### src/rtl/keyboard_decoder.sv
// keyboard_decoder: PS/2 set-2 scan codes to ASCII via keymap ROM with Shift/Caps/Ctrl tracking
module keyboard_decoder (
  input  logic       clk,
  input  logic       reset,
  input  logic [7:0] scancode,
  input  logic       scancode_valid,
  output logic [9:0] rom_addr,
  input  logic [7:0] rom_data,
  output logic [7:0] ascii,
  output logic       ascii_valid,
  input  logic       ascii_ready,
  output logic       overrun
);
  typedef enum logic [2:0] {IDLE, BREAK, EXT, EXT_BREAK, LOOKUP, FETCH} state_t;
  state_t state, state_n;
  logic shift_l, shift_r, ctrl, caps_lock;
  logic shift_l_n, shift_r_n, ctrl_n, caps_lock_n;
  logic [9:0] rom_addr_n;
  logic [7:0] ascii_n, ch;
  logic ascii_valid_n, overrun_n;
  // Ctrl folds letters/symbols in 0x40-0x7F down to control codes
  assign ch = (ctrl && rom_data[7:6] == 2'b01) ? {3'b000, rom_data[4:0]} : rom_data;
  // next-state, modifier tracking and output handshake
  always_comb begin
    state_n       = state;
    shift_l_n     = shift_l;
    shift_r_n     = shift_r;
    ctrl_n        = ctrl;
    caps_lock_n   = caps_lock;
    rom_addr_n    = rom_addr;
    ascii_n       = ascii;
    ascii_valid_n = ascii_valid && !ascii_ready;
    overrun_n     = 1'b0;
    case (state)
      IDLE: if (scancode_valid) begin
        case (scancode)
          8'hF0: state_n = BREAK;
          8'hE0: state_n = EXT;
          8'h12: shift_l_n = 1'b1;
          8'h59: shift_r_n = 1'b1;
          8'h14: ctrl_n = 1'b1;
          8'h58: caps_lock_n = ~caps_lock;
          default: begin
            rom_addr_n = {caps_lock, shift_l | shift_r, scancode};
            state_n    = LOOKUP;
          end
        endcase
      end
      BREAK: if (scancode_valid) begin
        shift_l_n = (scancode == 8'h12) ? 1'b0 : shift_l;
        shift_r_n = (scancode == 8'h59) ? 1'b0 : shift_r;
        ctrl_n    = (scancode == 8'h14) ? 1'b0 : ctrl;
        state_n   = IDLE;
      end
      EXT: if (scancode_valid) begin
        ctrl_n  = (scancode == 8'h14) ? 1'b1 : ctrl;
        state_n = (scancode == 8'hF0) ? EXT_BREAK : IDLE;
      end
      EXT_BREAK: if (scancode_valid) begin
        ctrl_n  = (scancode == 8'h14) ? 1'b0 : ctrl;
        state_n = IDLE;
      end
      LOOKUP: state_n = FETCH;
      FETCH: begin
        state_n = IDLE;
        if (rom_data != 8'h00) begin
          if (!ascii_valid || ascii_ready) begin
            ascii_n       = ch;
            ascii_valid_n = 1'b1;
          end else begin
            overrun_n = 1'b1;
          end
        end
      end
      default: state_n = IDLE;
    endcase
  end
  // state and output registers
  always_ff @(posedge clk) begin
    if (reset) begin
      state       <= IDLE;
      shift_l     <= 1'b0;
      shift_r     <= 1'b0;
      ctrl        <= 1'b0;
      caps_lock   <= 1'b0;
      rom_addr    <= '0;
      ascii       <= '0;
      ascii_valid <= 1'b0;
      overrun     <= 1'b0;
    end else begin
      state       <= state_n;
      shift_l     <= shift_l_n;
      shift_r     <= shift_r_n;
      ctrl        <= ctrl_n;
      caps_lock   <= caps_lock_n;
      rom_addr    <= rom_addr_n;
      ascii       <= ascii_n;
      ascii_valid <= ascii_valid_n;
      overrun     <= overrun_n;
    end
  end
endmodule

### config.mk
export PLATFORM = sky130hd
export DESIGN_NAME = keyboard_decoder
export DESIGN_NICKNAME = d
export VERILOG_FILES = /design/src/rtl/keyboard_decoder.sv
export SDC_FILE = /design/constraint.sdc
export NUM_CORES = 1
export LEC_CHECK = 0
export ABC_AREA = 1
export BUFFER_PORTS_ARGS = -buffer_cell sky130_fd_sc_hd__clkbuf_2
export CORE_ASPECT_RATIO = 1.1
export CORE_UTILIZATION = 40
export CTS_CLUSTER_DIAMETER = 50
export DETAILED_ROUTE_END_ITERATION = 10
export HOLD_SLACK_MARGIN = 0.06
export MAX_ROUTING_LAYER = met4
export PLACE_DENSITY = 0.67
export SKIP_CTS_REPAIR_TIMING = 1
export SYNTH_ARGS = -nofsm -noshare
export SYNTH_HDL_FRONTEND = slang
export SYNTH_SLANG_ARGS = --single-unit
export TNS_END_PERCENT = 100
### constraint.sdc
create_clock -name clk -period 1.9 [get_ports clk]
set_input_delay 0.19 -clock clk [delete_from_list [all_inputs] [get_ports clk]]
set_output_delay 0.19 -clock clk [all_outputs]
set_load 0.03 [all_outputs]
# Yosys cells after proc, flatten, opt, wreduce, memory -nomap -nowiden

Index checks and enable logic that the tools add are counted.
Widths: inputs -> output; s select.

Register bits: 27
Bits of input ports: 20
Output and inout bits: 20
Logic and storage cells: 85

Equality and inequality tests: 24
Muxes and demuxes: 26
Bitwise operators: 5
Reduce and logical (&&, ||, !) cells: 21

Operator list:

| operator           | number |
|---|---|
| $eq 8x5->1 const B | 2 |
| $eq 8x7->1 const B | 2 |
| $eq 8x8->1 const B | 2 |
| $mux 1             | 16 |
| $ne 2x2->1 const B | 8 |
| $reduce_and 5->1   | 3 |
| $pmux 3 s4         | 1 |
| $mux 3             | 3 |
| $pmux 3 s3         | 1 |
| $reduce_and 3->1   | 3 |
| $mux 8             | 1 |
| $ne 2x1->1 const B | 4 |
| $reduce_bool 8->1  | 1 |
| $eq 3x2->1 const B | 2 |
| $eq 3x3->1 const B | 2 |
| $pmux 1 s2         | 3 |
| $reduce_or 6->1    | 1 |
| $not 1->1          | 4 |
| $reduce_and 4->1   | 1 |
| $reduce_bool 2->1  | 2 |
| $reduce_or 2->1    | 2 |
| $reduce_or 4->1    | 1 |
| $eq 3x1->1 const B | 1 |
| $logic_not 3->1    | 1 |
| other kinds (7)    | 9 |

# Depth between registers and ports, before layout

Gate-level depths: netlist (run 1).

Word-level depth: 5
Depth in mapped cells: 11
Depth with buffers taken out: 11

# Least setup slack after synthesis (run 1)

No wires, ideal clock.

Path type: reg2reg
Start point: reg state[2]
End point: reg ascii[0]
Library setup time: 0.113 ns
Arrival time: 1.121 ns
Data required time: 1.787 ns
Setup slack: 0.666 ns
Cell stages (with the launch flop): 8
Path buffers: 2
Clock period less this slack: 1.234 ns
Path through: dfxtp_1 -> buf_4 -> inv_2 -> nor3_4 -> nand3_2 -> buf_2 -> nor2_1 -> nor2_1

Word-level cells in the longest chain between the ends: 2

RTL lines:

| element                    | line | text |
|---|---|---|
| from (decl)                | 15   | `state_t state, state_n;` |
| from (signal assigned)     | 91   | `state <= state_n;` |
| $eq 3x3->1                 | 34   | `case (state)` |
| $reduce_and 3->1 (no line) | -    |  |
| to (signal assigned)       | 97   | `ascii <= ascii_n;` |
| to (decl)                  | 9    | `output logic [7:0] ascii,` |

No other way between the ends.
A chain may end at the register's enable or synchronous reset.

# Worst setup path after layout (run 1)

Ends and elaborated chain as after synthesis.

==> impl_metrics.ini, run 1 <==
[worst_setup_path]
worstReg2RegStart = state[2]
cp_max_fo = 14
required_ns = 2.11
path_class = reg -> reg
critPathLaunch = state[2]
cp-start-kind = flop
endpoint_kind = flop
worstPathArrival_ns = 1.71

[grt]
antenna_found_initial = 0
grtUsageTotal_pct = 17.49
grt_max_degree = 21
overflow = 0
grt_pass1_vias = 1285
grt_pass1_wl_um = 5361

[final_layout]
multi_input_area_um2 = 792.0
drive_gt1_share_pct = 23.67
n_antenna_cell = 0
areaGrowthSynthToFinish_pct = 18.22
stdcell_area_um2 = 1827
fillCellCount = 438
seqCellArea_um2 = 540.5
final_nets = 304
fin_cells = 333

[die]
die_width_um = 61.26
design.die.area_um2 = 4116
die_h_um = 67.19
io_pins = 40
coreArea_um2 = 3684
initial_utilization_pct = 41.95
row_count = 23

[worst_hold_path]
hp-start = rom_data[3]
worstHoldPathType = in -> reg

[synthesis]
yosysWarnings = 0
synth_area_leaders = dfxtp_1, nand2_1, nor2_1
synth_area_per_cell_um2 = 6.307
synth_top_area_cell = dfxtp_1
yosys.area.top_type_share_pct = 34.98
ys_seq_elements = 27
syn_nets = 265
ys_seq_area_share_pct = 34.98
synthCells = 245
yosysUniqueCellTypes = 25
synth_area_um2 = 1545

[pwr]
internal_power_mw = 0.8517
clockPowerShare_pct = 26.9
finalPower_mw = 1.283
power_frac_comb_pct = 24.2
p_leak_nw = 0.9759
p_switching_mw = 0.4312
p_per_area_nw_per_um2 = 702.3
pwr-share-seq_pct = 48.9
max-vdd-ir-drop_mv = 0.4401
swShare_pct = 33.61

[clocking]
cts_root_buf = clkbuf_8
cts_tree = yes
insertion_delay_ns = 0.28
cts_num_sinks = 27
htreeDepth = 1
cts_made_buffers = 3
clockBufferDepth = 2
cts.clk_slew.worst_paths_ns = 0.09

[timing]
finClkSkew_ns = 0.009382
fin_crit_sh_pct = 78.72
timing.final.crit_period_ns = 1.496
fin_setup_tns_ns = 0
maxSlewViolCount = 0
worst_slew_pin_slew_ns = 0.5671
hold_viol_final = 0
clock.fmax_mhz = 668.6
slew_headroom_pct = 62.15
final-setup-viol-count = 0
hold-worst-slack_ns = 0.1559
rsz0062_at_grt = false

[detailed_routing]
wl_um = 3075
wl_per_cell_um = 9.234
num_vias = 1466
drc = 0
firstDrtPassIters = 4
viasPerCell = 4.402
antenna_left = 0
drtIter0Drc = 66

[job]
maxCapViolCount = 0

[placed_design]
dpl-instance-area_um2 = 1778
gp_congestion = 0.9060
io_buffers = 39
dp_cells = 329
place_hpwl_um = 2437

[run_status]
status = completed
[power groups by stage]
stage          logic, mW  clock network (mW)  registers (mW)
4_1_cts            0.313               0.356           0.627
5_1_grt            0.355               0.376           0.632
3_5_place_dp       0.312                   0           0.640
3_3_place_gp       0.311                   0           0.639
2_1_floorplan      0.172                   0           0.696
6_report           0.311               0.345           0.627
[worst max-delay path: stages, from the launching register on]
cell     delay (ns)
dfxtp_1        0.50
inv_2          0.12
nor3_4         0.25
nand3_2        0.27
nand2_1        0.13
nand2_1        0.05
nor2_1         0.10
[logic make-up after synthesis]
group | after synthesis | synth area share [%]
and+or+nand+nor | 146 | 44.78
buffers and inverters | 55 | 13.77
DFF | 27 | 34.98
AOI/OAI and AO/OA | 17 | 6.477
[layer usage]
metal / vias to the layer above / GRT usage (%) / share of wire, %
met1: 618 / 23.19 / 50
met2: 24 / 26.90 / 45
li1: 820 / - / -
met5: - / - / 0
met4: 0 / 5.682 / 1.2
met3: 4 / 2.874 / 4.0
[layout make-up]
type,instances,share of cell area [%]
clock inverters,1,0.4110
inverters,50,10.27
well taps,50,3.425
multi-input cells,163,43.36
repair buffers,39,10.68
clock buffers,3,2.260
flip-flops and latches,27,29.59
[worst paths after layout]
path | slack (ns) | endpoint | depth (start not counted)
setup / recovery | 0.40 | ascii[0] | 6
setup reg to reg | 0.40 | ascii[0] | 6
hold / removal | 0.16 | ascii[3] | 3
hold reg to reg | 0.46 | ctrl | 2
[sequential cells by signal, indices dropped and copies added (netlist names)]
register and count:
rom_addr 10, ascii 8, state 3, ascii_valid 1, caps_lock 1, ctrl 1
overrun 1, shift_l 1, shift_r 1
[placed cells by master, fill, tap and decap left out, types with 6 or more instances in the layout]
master,instances
nand2_1,61
nor2_1,49
inv_1,42
clkbuf_2,39
dfxtp_1,27
nand4_1,9
inv_2,8
o21ai_0,7
nand3_1,6
[cell usage after synthesis]
| cell type | instances |
|---|---|
| nand2_1 | 61 |
| nor2_1 | 49 |
| inv_1 | 42 |
| dfxtp_1 | 27 |
| nand4_1 | 9 |
| inv_2 | 8 |
| o21ai_0 | 7 |
| nand3_1 | 6 |
| a21oi_1 | 5 |
| nor3_1 | 5 |
| nand2_4 | 3 |
| nor2_2 | 3 |
| a211oi_1 | 2 |
| buf_2 | 2 |
| clkbuf_1 | 2 |
| nand2_2 | 2 |
| nor3_4 | 2 |
| nor4_1 | 2 |
| o21ai_2 | 2 |
| buf_4 | 1 |
| nand3_2 | 1 |
| nand3_4 | 1 |
| nor2_8 | 1 |
| nor3_2 | 1 |
| o211ai_1 | 1 |
[through the flow]
stage / util (%) / worst slack, ns
6_report: 49.59 / 0.4042
5_1_grt: 49.59 / 0.2498
4_1_cts: 49.59 / 0.4066
3_5_place_dp: 48.27 / 0.4367
3_3_place_gp: 48.27 / 0.4646
2_1_floorplan: - / 0.6663
Note: power is estimated with default switching activity, not from simulation.
==> inputs of run 2 (changes only) <==
ABC_AREA = 0   (was 1)
PLACE_DENSITY = 0.69   (was 0.67)
clock period = 1.45 ns   (was 1.9 ns; I/O delays follow)
==> impl_metrics.ini, run 2 <==
[grt]
grt_pass1_vias = 1136
antenna_found_initial = 0
grt_pass1_wl_um = 4774
overflow = 0
grt_max_degree = 18
grtUsageTotal_pct = 18.41

[pwr]
p_switching_mw = 0.4159
pwr-share-seq_pct = 55.4
internal_power_mw = 1.015
max-vdd-ir-drop_mv = 0.4886
swShare_pct = 29.06
p_per_area_nw_per_um2 = 845.4
p_leak_nw = 0.7521
clockPowerShare_pct = 22.3
power_frac_comb_pct = 22.3

[synthesis]
synthCells = 138
synthMuxAreaShare_pct = 13.27
synth_compound_area_share_pct = 12.98
synth_top_area_cell = dfxtp_1
synth_area_leaders = dfxtp_1, mux2i_1, nand2_1
synth-edff-count = 0
synth_area_per_cell_um2 = 9.293
yosysUniqueCellTypes = 37
yosysWarnings = 0
yosys-top-cells-count = dfxtp_1, mux2i_1, nand2_1
synth_area_um2 = 1282
syn_nets = 158
synthSimpleGateAreaFrac_pct = 25.85
synth_top_family_by_area = simple AND/OR/NAND/NOR gates
post-synth-top-count-cell = dfxtp_1
async_flop_share_pct = 0
ys_seq_area_share_pct = 42.15
synth-xor-area-share_pct = 1.366
ys_seq_elements = 27
yosys.area.top_type_share_pct = 42.15
synth-adder-area-share_pct = 0
synthFlopType = dfxtp_1

[timing]
clock.fmax_mhz = 709.6
fin_crit_sh_pct = 97.19
slew_headroom_pct = 69.31
finClkSkew_ns = 0.006895
maxSlewViolCount = 0
rsz0062_at_grt = true
worst_slew_pin_slew_ns = 0.4575
timing.final.crit_period_ns = 1.409
final-setup-viol-count = 0
hold_viol_final = 0
hold-worst-slack_ns = 0.06915

[placed_design]
dp_cells = 224
io_buffers = 39
gp_congestion = 0.9276
place_hpwl_um = 2406

[detailed_routing]
wl_um = 2940
drc = 0
firstDrtPassIters = 4
num_vias = 1247
drtIter0Drc = 32
antenna_left = 0
wl_per_cell_um = 12.89
viasPerCell = 5.469

[clocking]
cts.clk_slew.worst_paths_ns = 0.14
cts_tree = yes
htreeDepth = 1
clockBufferDepth = 2
cts_made_buffers = 3
insertion_delay_ns = 0.32
cts_root_buf = clkbuf_4
cts_num_sinks = 27

[die]
coreArea_um2 = 3048
io_pins = 40
row_count = 21
die_width_um = 55.99
die_h_um = 61.39
design.die.area_um2 = 3437
initial_utilization_pct = 42.08

[worst_setup_path]
cp_max_fo = 3
worstPathArrival_ns = 1.63
path_class = reg -> reg
endpoint_kind = flop
required_ns = 1.67
crit_chain = nor4b_2 -> buf_4 -> nand3_1 -> o221a_1
worstReg2RegStart = state[2]
worst_path_max_delay_cell = dfxtp_1
slowest_delay_ns = 0.37
cp-start-kind = flop
r2r_cells = 4
reg2reg_slack_ns = 0.04
rr_endpoint = rom_addr[6]

[worst_hold_path]
worstHoldPathType = in -> reg
hp-start = rom_data[4]
min_to = ascii[4]
hold_depth = 3

[final_layout]
fillCellCount = 289
regMostFlops = rom_addr
seqCellArea_um2 = 544.3
largest_reg_flops = 10
fin_cells = 228
drive_gt1_share_pct = 36.60
final_nets = 215
reg_top3 = rom_addr x10, ascii x8, state x3
multi_input_area_um2 = 704.4
final_common_cell = clkbuf_2
areaGrowthSynthToFinish_pct = 32.00
final_cell_mix = clkbuf_2, dfxtp_1, buf_4
n_antenna_cell = 0

[run_status]
status = completed

[job]
maxCapViolCount = 0
[run 2: changes by cell type after synthesis, sizes merged, moves of 4 or more]
cell	change
nand2	-50
nor2	-40
inv	-45
nor3	-4
nand4	-7
mux2i	+17
o21ai	-5
[run 2: cell type report]
| class | instances | area share [%] |
|---|---|---|
| multi-input combinational | 99 | 41.61 |
| sequential | 27 | 32.15 |
| timing repair buffer | 58 | 20.69 |
| tap | 34 | 2.513 |
| clock buffer | 3 | 1.330 |
| inverter | 6 | 1.330 |
| clock inverter | 1 | 0.3695 |
[run 2: cell families (layout without fill, tap and decap cells)]
group,after synthesis,count (layout)
AOI/OAI and AO/OA,19,19
xor gates and xnor gates,2,2
buffers and inverters,12,68
DFF,27,27
muxes,17,17
and+or+nand+nor,61,61
[run 2: metal layers]
layer / wire (µm) / GRT usage (%) / vias to the layer above
met3: 127 / 1.891 / 12
met2: 1478 / 32.99 / 48
met1: 1246 / 20.05 / 570
met5: 0 / - / -
met4: 88 / 11.50 / 0
li1: - / - / 617
[run 2: power by group through the flow]
stage          logic [mW]  clock network [mW]  registers, mW
4_1_cts             0.317               0.339          0.793
3_5_place_dp        0.316                   0          0.808
3_3_place_gp        0.308                   0          0.806
5_1_grt             0.344               0.365          0.797
2_1_floorplan       0.135                   0          0.858
6_report            0.319               0.320          0.792
[run 2: metrics by stage]
step,power [mW],instance area (µm²),worst slack (ns),setup TNS [ns],util [%]
after floorplan,0.9925,1300,-0.08731,-0.6982,-
after global placement,1.114,1659,0.03263,0,54.43
after detailed placement,1.124,1659,-0.01190,-0.01190,54.43
after CTS,1.449,1688,-0.02053,-0.03926,55.38
after global routing,1.506,1693,-0.01162,-0.01355,55.54
final,1.431,1693,0.04073,0,55.54
[run 2: worst max-delay path: cells and delay by family, from the launching register on]
kind,cells,cell delay [ns]
DFF,1,0.37
AOI/OAI and AO/OA,1,0.27
and+or+nand+nor,2,0.48
buffers and inverters,1,0.19
[run 2: worst max path at each step]
stage | cells after the start | from | slack, ns | endpoint
2_1_floorplan | 4 | ascii_valid | -0.09 | ascii[0]
3_3_place_gp | 6 | scancode[4] | 0.03 | state[0]
3_5_place_dp | 6 | scancode[3] | -0.01 | rom_addr[1]
4_1_cts | 4 | state[2] | -0.02 | rom_addr[4]
5_1_grt | 4 | state[2] | -0.01 | rom_addr[6]
6_report | 4 | state[2] | 0.04 | rom_addr[6]
